$ cat src/rtl/fetch_wf_rr_scheduler.sv
// Round-robin fetch scheduler over NUM_WF wavefront slots. It holds each grant until
// fetch acknowledges it, and marks granted slots busy until fetch releases them.
module fetch_wf_rr_scheduler #(
    parameter int unsigned NUM_WF  = 40,
    parameter int unsigned WF_ID_W = 6
) (
    input  logic               clk,
    input  logic               rst,
    input  logic [NUM_WF-1:0]  wf_ready_i,
    input  logic               sched_halt_i,
    input  logic               grant_ack_i,
    input  logic               release_valid_i,
    input  logic [WF_ID_W-1:0] release_wf_id_i,
    output logic               grant_valid_o,
    output logic [WF_ID_W-1:0] grant_wf_id_o,
    output logic [NUM_WF-1:0]  grant_onehot_o,
    output logic [NUM_WF-1:0]  busy_mask_o
);

    typedef enum logic {
        IDLE  = 1'b0,
        GRANT = 1'b1
    } state_e;

    state_e               state_q, state_d;
    logic [WF_ID_W-1:0]   ptr_q, ptr_d;
    logic [NUM_WF-1:0]    busy_q, busy_d;
    logic                 grant_valid_q, grant_valid_d;
    logic [WF_ID_W-1:0]   grant_wf_id_q, grant_wf_id_d;
    logic [NUM_WF-1:0]    grant_onehot_q, grant_onehot_d;

    logic [NUM_WF-1:0]    elig;
    logic [WF_ID_W-1:0]   winner;
    logic                 found;
    logic                 issue;

    // Slot index ptr+k, wrapped into 0..NUM_WF-1
    function automatic int unsigned wrap_idx(input logic [WF_ID_W-1:0] base, input int unsigned k);
        int unsigned s;
        s = 32'(base) + k;
        if (s >= NUM_WF) s = s - NUM_WF;
        return s;
    endfunction

    // Rotating-priority scan starting at ptr_q
    always_comb begin
        elig   = wf_ready_i & ~busy_q;
        winner = '0;
        found  = 1'b0;
        for (int unsigned k = 0; k < NUM_WF; k++) begin
            if (!found && elig[wrap_idx(ptr_q, k)]) begin
                found  = 1'b1;
                winner = WF_ID_W'(wrap_idx(ptr_q, k));
            end
        end
    end

    // Next-state and registered-output logic
    always_comb begin
        state_d        = state_q;
        ptr_d          = ptr_q;
        busy_d         = busy_q;
        grant_valid_d  = grant_valid_q;
        grant_wf_id_d  = grant_wf_id_q;
        grant_onehot_d = grant_onehot_q;
        issue          = 1'b0;

        case (state_q)
            IDLE:    issue = !sched_halt_i && found;
            GRANT:   issue = !sched_halt_i && found && grant_ack_i;
            default: issue = 1'b0;
        endcase

        if (release_valid_i && (32'(release_wf_id_i) < NUM_WF)) begin
            busy_d[release_wf_id_i] = 1'b0;
        end

        if (issue) begin
            state_d        = GRANT;
            grant_valid_d  = 1'b1;
            grant_wf_id_d  = winner;
            grant_onehot_d = NUM_WF'(1) << winner;
            busy_d[winner] = 1'b1;
            ptr_d          = (32'(winner) == NUM_WF - 1) ? '0 : winner + WF_ID_W'(1);
        end else if (state_q == GRANT && grant_ack_i) begin
            state_d        = IDLE;
            grant_valid_d  = 1'b0;
            grant_onehot_d = '0;
        end
    end

    always_ff @(posedge clk or posedge rst) begin
        if (rst) begin
            state_q        <= IDLE;
            ptr_q          <= '0;
            busy_q         <= '0;
            grant_valid_q  <= 1'b0;
            grant_wf_id_q  <= '0;
            grant_onehot_q <= '0;
        end else begin
            state_q        <= state_d;
            ptr_q          <= ptr_d;
            busy_q         <= busy_d;
            grant_valid_q  <= grant_valid_d;
            grant_wf_id_q  <= grant_wf_id_d;
            grant_onehot_q <= grant_onehot_d;
        end
    end

    assign grant_valid_o  = grant_valid_q;
    assign grant_wf_id_o  = grant_wf_id_q;
    assign grant_onehot_o = grant_onehot_q;
    assign busy_mask_o    = busy_q;

endmodule

$ cat config.mk
export PLATFORM = sky130hd
export DESIGN_NAME = fetch_wf_rr_scheduler
export DESIGN_NICKNAME = d
export VERILOG_FILES = /design/src/rtl/fetch_wf_rr_scheduler.sv
export SDC_FILE = /design/constraint.sdc
export NUM_CORES = 1
export LEC_CHECK = 0
export BUFFER_PORTS_ARGS = -buffer_cell sky130_fd_sc_hd__buf_2
export CORE_ASPECT_RATIO = 1.4
export CORE_UTILIZATION = 35
export DETAILED_ROUTE_END_ITERATION = 6
export PLACE_DENSITY = 0.62
export SLEW_MARGIN = 10
export SYNTH_ARGS = -nofsm -noshare
export SYNTH_HDL_FRONTEND = slang
export SYNTH_SLANG_ARGS = --single-unit
$ cat constraint.sdc
create_clock -name clk -period 8.6 [get_ports clk]
set_clock_uncertainty 0.2 [all_clocks]
set_input_delay 0.43 -clock clk [delete_from_list [all_inputs] [get_ports clk]]
set_output_delay 0.43 -clock clk [all_outputs]
set_load 0.05 [all_outputs]
# Word level (Yosys, flattened, before mapping)
# Index checks and enable logic that the tools add are counted.
# Widths: inputs -> output; s select.
dict set report totals {
  ff_bits 93
  latchBits 0
  mem_bits_rw 0
  rom_bits 0
  output_inout_bits 87
  memories 0
}
dict set report classes {
  addsub 80
  mul 0
  div_mod_pow 0
  magnitude_cmp 85
  eq_ne 1
  shifts 1
  n_mux 212
  bitwise 6
  reduce_logical 86
}
# cell n
set ops {}
lappend ops {{$lt 32x7->1 const B} 40}
lappend ops {{$mux 32} 40}
lappend ops {{$sub 7x6->8 const B} 39}
lappend ops {{$ge 7x6->1 const B} 39}
lappend ops {{$mux 6} 41}
lappend ops {{$bmux 1 s6} 40}
lappend ops {{$mux 40} 4}
lappend ops {{$add 6x5->7 const B} 16}
lappend ops {{$mux 1} 84}
lappend ops {{$and 40x40->40} 2}
lappend ops {{$not 40->40} 2}
lappend ops {{$add 6x4->7 const B} 8}
lappend ops {{$add 6x6->7 const B} 8}
lappend ops {{$logic_and 1x1->1} 45}
lappend ops {{$logic_not 1->1} 40}
lappend ops {{$or 40x40->40} 1}
lappend ops {{$shl 1x6->40 const A} 1}
lappend ops {{$add 6x3->7 const B} 4}
lappend ops {{$add 6x2->7 const B} 2}
lappend ops {{$lt 6x7->1 const B} 2}
lappend ops {{$demux 1 s6} 2}
lappend ops {{$ge 6x1->1 const B} 2}
lappend ops {{$add 6x1->7 const B} 1}
lappend ops {{$sub 6x6->7 const B} 1}
lappend ops {{other kinds (7)} 7}

# Logic depth before layout (Yosys ltp)
dict set report depth {
  depth_word 128
  mapped_depth 33
  ltp_nobuf 24
}

# Worst setup path before layout
# OpenSTA, ideal clock, no wires.
dict set report synth_timing {
  path_type {flip-flop to flip-flop}
  startpoint {register ptr_q[1]}
  endpoint {register ptr_q[4]}
  arrival_ns 7.157
  slack_ns 1.093
  stages_incl_launch_ff 30
  n_path_buf 7
  cell_sequence {dfrtp_1 -> buf_2 -> buf_2 -> inv_2 -> buf_1 -> buf_2 -> ha_1 -> nor2b_1 -> xnor2_1 -> inv_1 -> ha_1 -> and2_1 -> a32o_1 -> a311o_1 -> mux2i_1 -> and3_1 -> or3_1 -> nor4_4 -> nand3_2 -> or4_4 -> buf_6 -> buf_6 -> or3_1 -> a32o_1 -> buf_2 -> inv_1 -> ha_1 -> nand2_2 -> nor2_1 -> o32ai_1}
}
# item line_no
set synth_rtl {}
lappend synth_rtl {{from (decl)} 26} ;# logic [WF_ID_W-1:0] ptr_q, ptr_d;
lappend synth_rtl {{from (signal assigned)} 102} ;# ptr_q <= ptr_d;
lappend synth_rtl {{branches (longest 121 deep; another with $sub 7x6->8)} --}
lappend synth_rtl {{$mux 6 (*)} 51} ;# if (!found && elig[wrap_idx(ptr_q, k)]) begin
lappend synth_rtl {{net winner[0]} 33} ;# logic [WF_ID_W-1:0] winner;
lappend synth_rtl {{$add 6x1->6 / $eq 6x6->1 (equally long branches)} 84} ;# ptr_d = (32'(winner) == NUM_WF - 1) ? '0 : winner + WF_ID_W'(1);
lappend synth_rtl {{$mux 6 (*)} 84}
# Mark *: on every way through the listed nets, which the timed path passes. The select of a mux whose other input is x is not followed.
# A chain may end at the register's enable or synchronous reset.

# Worst setup path in the final report
dict set report layout_timing {
  startpoint {register ptr_q[3]}
  endpoint {register busy_q[7], in the netlist busy_mask_o[7]}
}
dict set report layout_between {
  elab_chain_len 128
}
# item line_no
set layout_rtl {}
lappend layout_rtl {{branches (longest 127 deep; another with $sub 7x6->8)} --}
lappend layout_rtl {{$mux 40 (*)} 78} ;# if (issue) begin
lappend layout_rtl {{net busy_d[7]} 27} ;# logic [NUM_WF-1:0] busy_q, busy_d;
lappend layout_rtl {{to (signal assigned)} 103} ;# busy_q <= busy_d;
lappend layout_rtl {{to (decl)} 27}
# Marked as above.

==> metrics.cfg <==
[yosys]
avgSynthCellArea_um2 = 7.75
synth-simple-area-share_pct = 24.9
synth_area_um2 = 19600
syn_inst = 2533
yosysUniqueCellTypes = 126
ys_top_cells_by_count = 210 x nand2_1, 174 x o21ai_0, 142 x a21oi_1, 126 x nor2_1, 96 x mux2i_1
netlist.area_leader.share_pct = 11.9
synth-compound-area-share_pct = 36.8
yosys-mux-area-fraction_pct = 13.8
synth_top_family_by_area = compound AO/OA/AOI/OAI gates
ys_seq_area_share_pct = 11.9
synth.most_common_cell = nand2_1
async_reset_ff_share_pct = 100
yosysWarnings = 0
synth_enable_flop_cells = 0
synthTopCellsByArea = dfrtp_1 12%, mux4_2 7.3%, mux2i_1 4.9%
ys_ff_latch = 93
synthXorXnorAreaFrac_pct = 2.51
ys.flop_type = dfrtp_1
synth_fp_nets = 2653
synthAdderAreaFrac_pct = 4.40
yosysTopAreaCell = dfrtp_1

[timing]
rsz0062_at_grt = no
hold_viol = 0
max_freq_mhz = 124
fin_crit_ps = 8070
final-max-slew-violation-count = 0
finalSetupViolations = 0
max-slew-margin-rel_pct = 9.93
tns_ps = 0
fin_crit_sh_pct = 93.9
worstMarginPinSlew_ps = 1340

[routing]
vias_per_cell = 6.99
wl_per_cell_um = 32.6
drt_iter0_drc = 2444
ant_nets = 0
drtPass1Iterations = 7
num_vias = 23909
routed_wl_mm = 111
drc = 1

[cts]
clockBufferDepth = 2
cts_tree = built
path_clk_slew_ps = 70
root_buffer = clkbuf_16
clkLatencyLatePin_ps = 360
cts_made_buffers = 9
numClockSinks = 93
cts_resized = 0
htreeDepth = 3

[worst_setup_path]
slowest_delay_ps = 970
slowest_stage = o211ai_1
start_kind = register
critPathRequiredTime_ps = 8670
arrival_ps = 8150
crit_type = register to register
crit_fanout = 18
end_kind = register
crit_top_cell = buf_4
worstPathCellList = ha_1, buf_4, a21boi_0, nor2_1, ha_1, xor2_1, a41oi_1, o211ai_1, o211a_1, and2b_1, or4b_1, or4_4, buf_4, nor3_1, inv_1, o22ai_1, a211o_1, buf_4, nand3b_1, buf_4, o31ai_2

[grt]
grt_max_degree = 78
antenna_found_initial = 2
grt_pass1_vias = 22812
grt_overflow = 0
grt.total_usage_pct = 38.1
grt_pass1_wl_mm = 160

[placed_design]
gp_congestion = 1.10
io_buffers = 137
dp_hpwl_mm = 89.8

[floorplanning]
die-area_um2 = 57000
num_io_pins = 138
core_um2 = 55400
dieWidth_um = 202
start_util_pct = 35.4
row_count = 102
die_y_um = 282

[outcome]
status = complete, but fails checks
violations = DRC

[finish]
drive_gt1_share_pct = 21.4
layout.nets = 2807
area_growth_pct = 12.7

[worst_hold_path]
hp-class = input pin to register

[flow_run]
drv_cap = 0

[worst max-delay path, delay by kind of cell, from the launching register on]
kind	cells	cell delay [ps]
flip-flops	1	690
XOR/XNOR	1	210
adder cells (fa/ha/maj)	2	870
AO/OA/AOI/OAI	7	2320
buffers and inverters	5	1130
AND/OR/NAND/NOR	6	2510
[placed cells by master, fill, tap and decap left out, types with 28 or more instances in the layout]
master / synthesis / final
a211oi_1: 60 / 60
a21o_1: 38 / 38
a21oi_1: 142 / 141
a31oi_1: 49 / 49
buf_2: 55 / 137
buf_4: 11 / 167
dfrtp_1: 93 / 87
ha_1: 69 / 68
inv_1: 54 / 53
mux2i_1: 96 / 96
mux4_2: 64 / 64
nand2_1: 210 / 210
nand2b_1: 71 / 71
nand3_1: 85 / 85
nand4_1: 32 / 32
nor2_1: 126 / 126
nor2b_1: 70 / 70
nor3_1: 76 / 76
nor4_1: 30 / 30
o211ai_1: 39 / 39
o21a_1: 28 / 28
o21ai_0: 174 / 174
o21ai_1: 44 / 44
o22ai_1: 35 / 35
o31ai_2: 32 / 32
or3_1: 33 / 32
xnor2_1: 38 / 38
[cells by family (layout without fill, tap and decap cells)]
group	after synthesis	after routing
muxes	186	186
other	0	1
DFF	93	93
xor gates and xnor gates	49	49
adders and majority gates	69	69
and+or+nand+nor	906	906
AOI/OAI and AO/OA	995	995
buffers and inverters	235	394
[what timing repair did]
| item | in CTS | in global routing |
|---|---|---|
| buffers inserted | 0 | 0 |
| hold buffers | 1 | 0 |
| hold endpoints to repair | 16 | 0 |
[flip-flops by register name (all words and copies together), names as in the netlist]
name            cells
grant_onehot_o     40
busy_mask_o        40
ptr_q               6
grant_valid_o       1
grant_wf_id_o       6
[stage by stage]
step                setup slack, ps  util [%]  cell area (µm²)  instances  hold WS, ps
global placement                823      39.3            21800       3403          170
CTS                             833      39.9            22100       3420          215
detailed placement              866      39.3            21800       3403          177
finish                          527      39.9            22100       3421          228
floorplan                      1090         -            19600       2533          407
global route                    266      39.9            22100       3420          257
[metal layers]
| metal | global-route usage, % | wire length [µm] | vias to the layer above |
|---|---|---|---|
| met5 | 0 | 13 | - |
| met3 | 6.76 | 9060 | 438 |
| met2 | 64.3 | 51700 | 1438 |
| met1 | 41.5 | 39300 | 11707 |
| li1 | - | - | 10324 |
| met4 | 32.8 | 11400 | 2 |
[cell type report]
type	instances	area, µm²
Multi-Input combinational cell	2205	16200
Clock inverter	6	92.6
Clock buffer	10	239
Antenna cell	1	2.50
Tap cell	728	911
Timing Repair Buffer	313	2110
Fill cell	5702	33300
Inverter	65	245
Sequential cell	93	2340
[worst paths after layout]
check / startpoint / endpoint / slack, ps / cells past startpoint
min reg2reg: grant_wf_id_o[4]$_DFFE_PP0P_ / grant_wf_id_o[4]$_DFFE_PP0P_ / 280 / 1
max reg2reg: ptr_q[3]$_DFFE_PP0P_ / busy_mask_o[7]$_DFF_PP0_ / 530 / 21
min: grant_ack_i / grant_valid_o$_DFFE_PP0P_ / 230 / 4
max in group asynchronous: rst / ptr_q[0]$_DFFE_PP0P_ / 6480 / 4
max: ptr_q[3]$_DFFE_PP0P_ / busy_mask_o[7]$_DFF_PP0_ / 530 / 21
min in group asynchronous: rst / busy_mask_o[20]$_DFF_PP0_ / 350 / 3
Power is left out: the tool's default activity adds up to more than one toggle a clock period on the data nets, which glitch-free logic cannot reach.
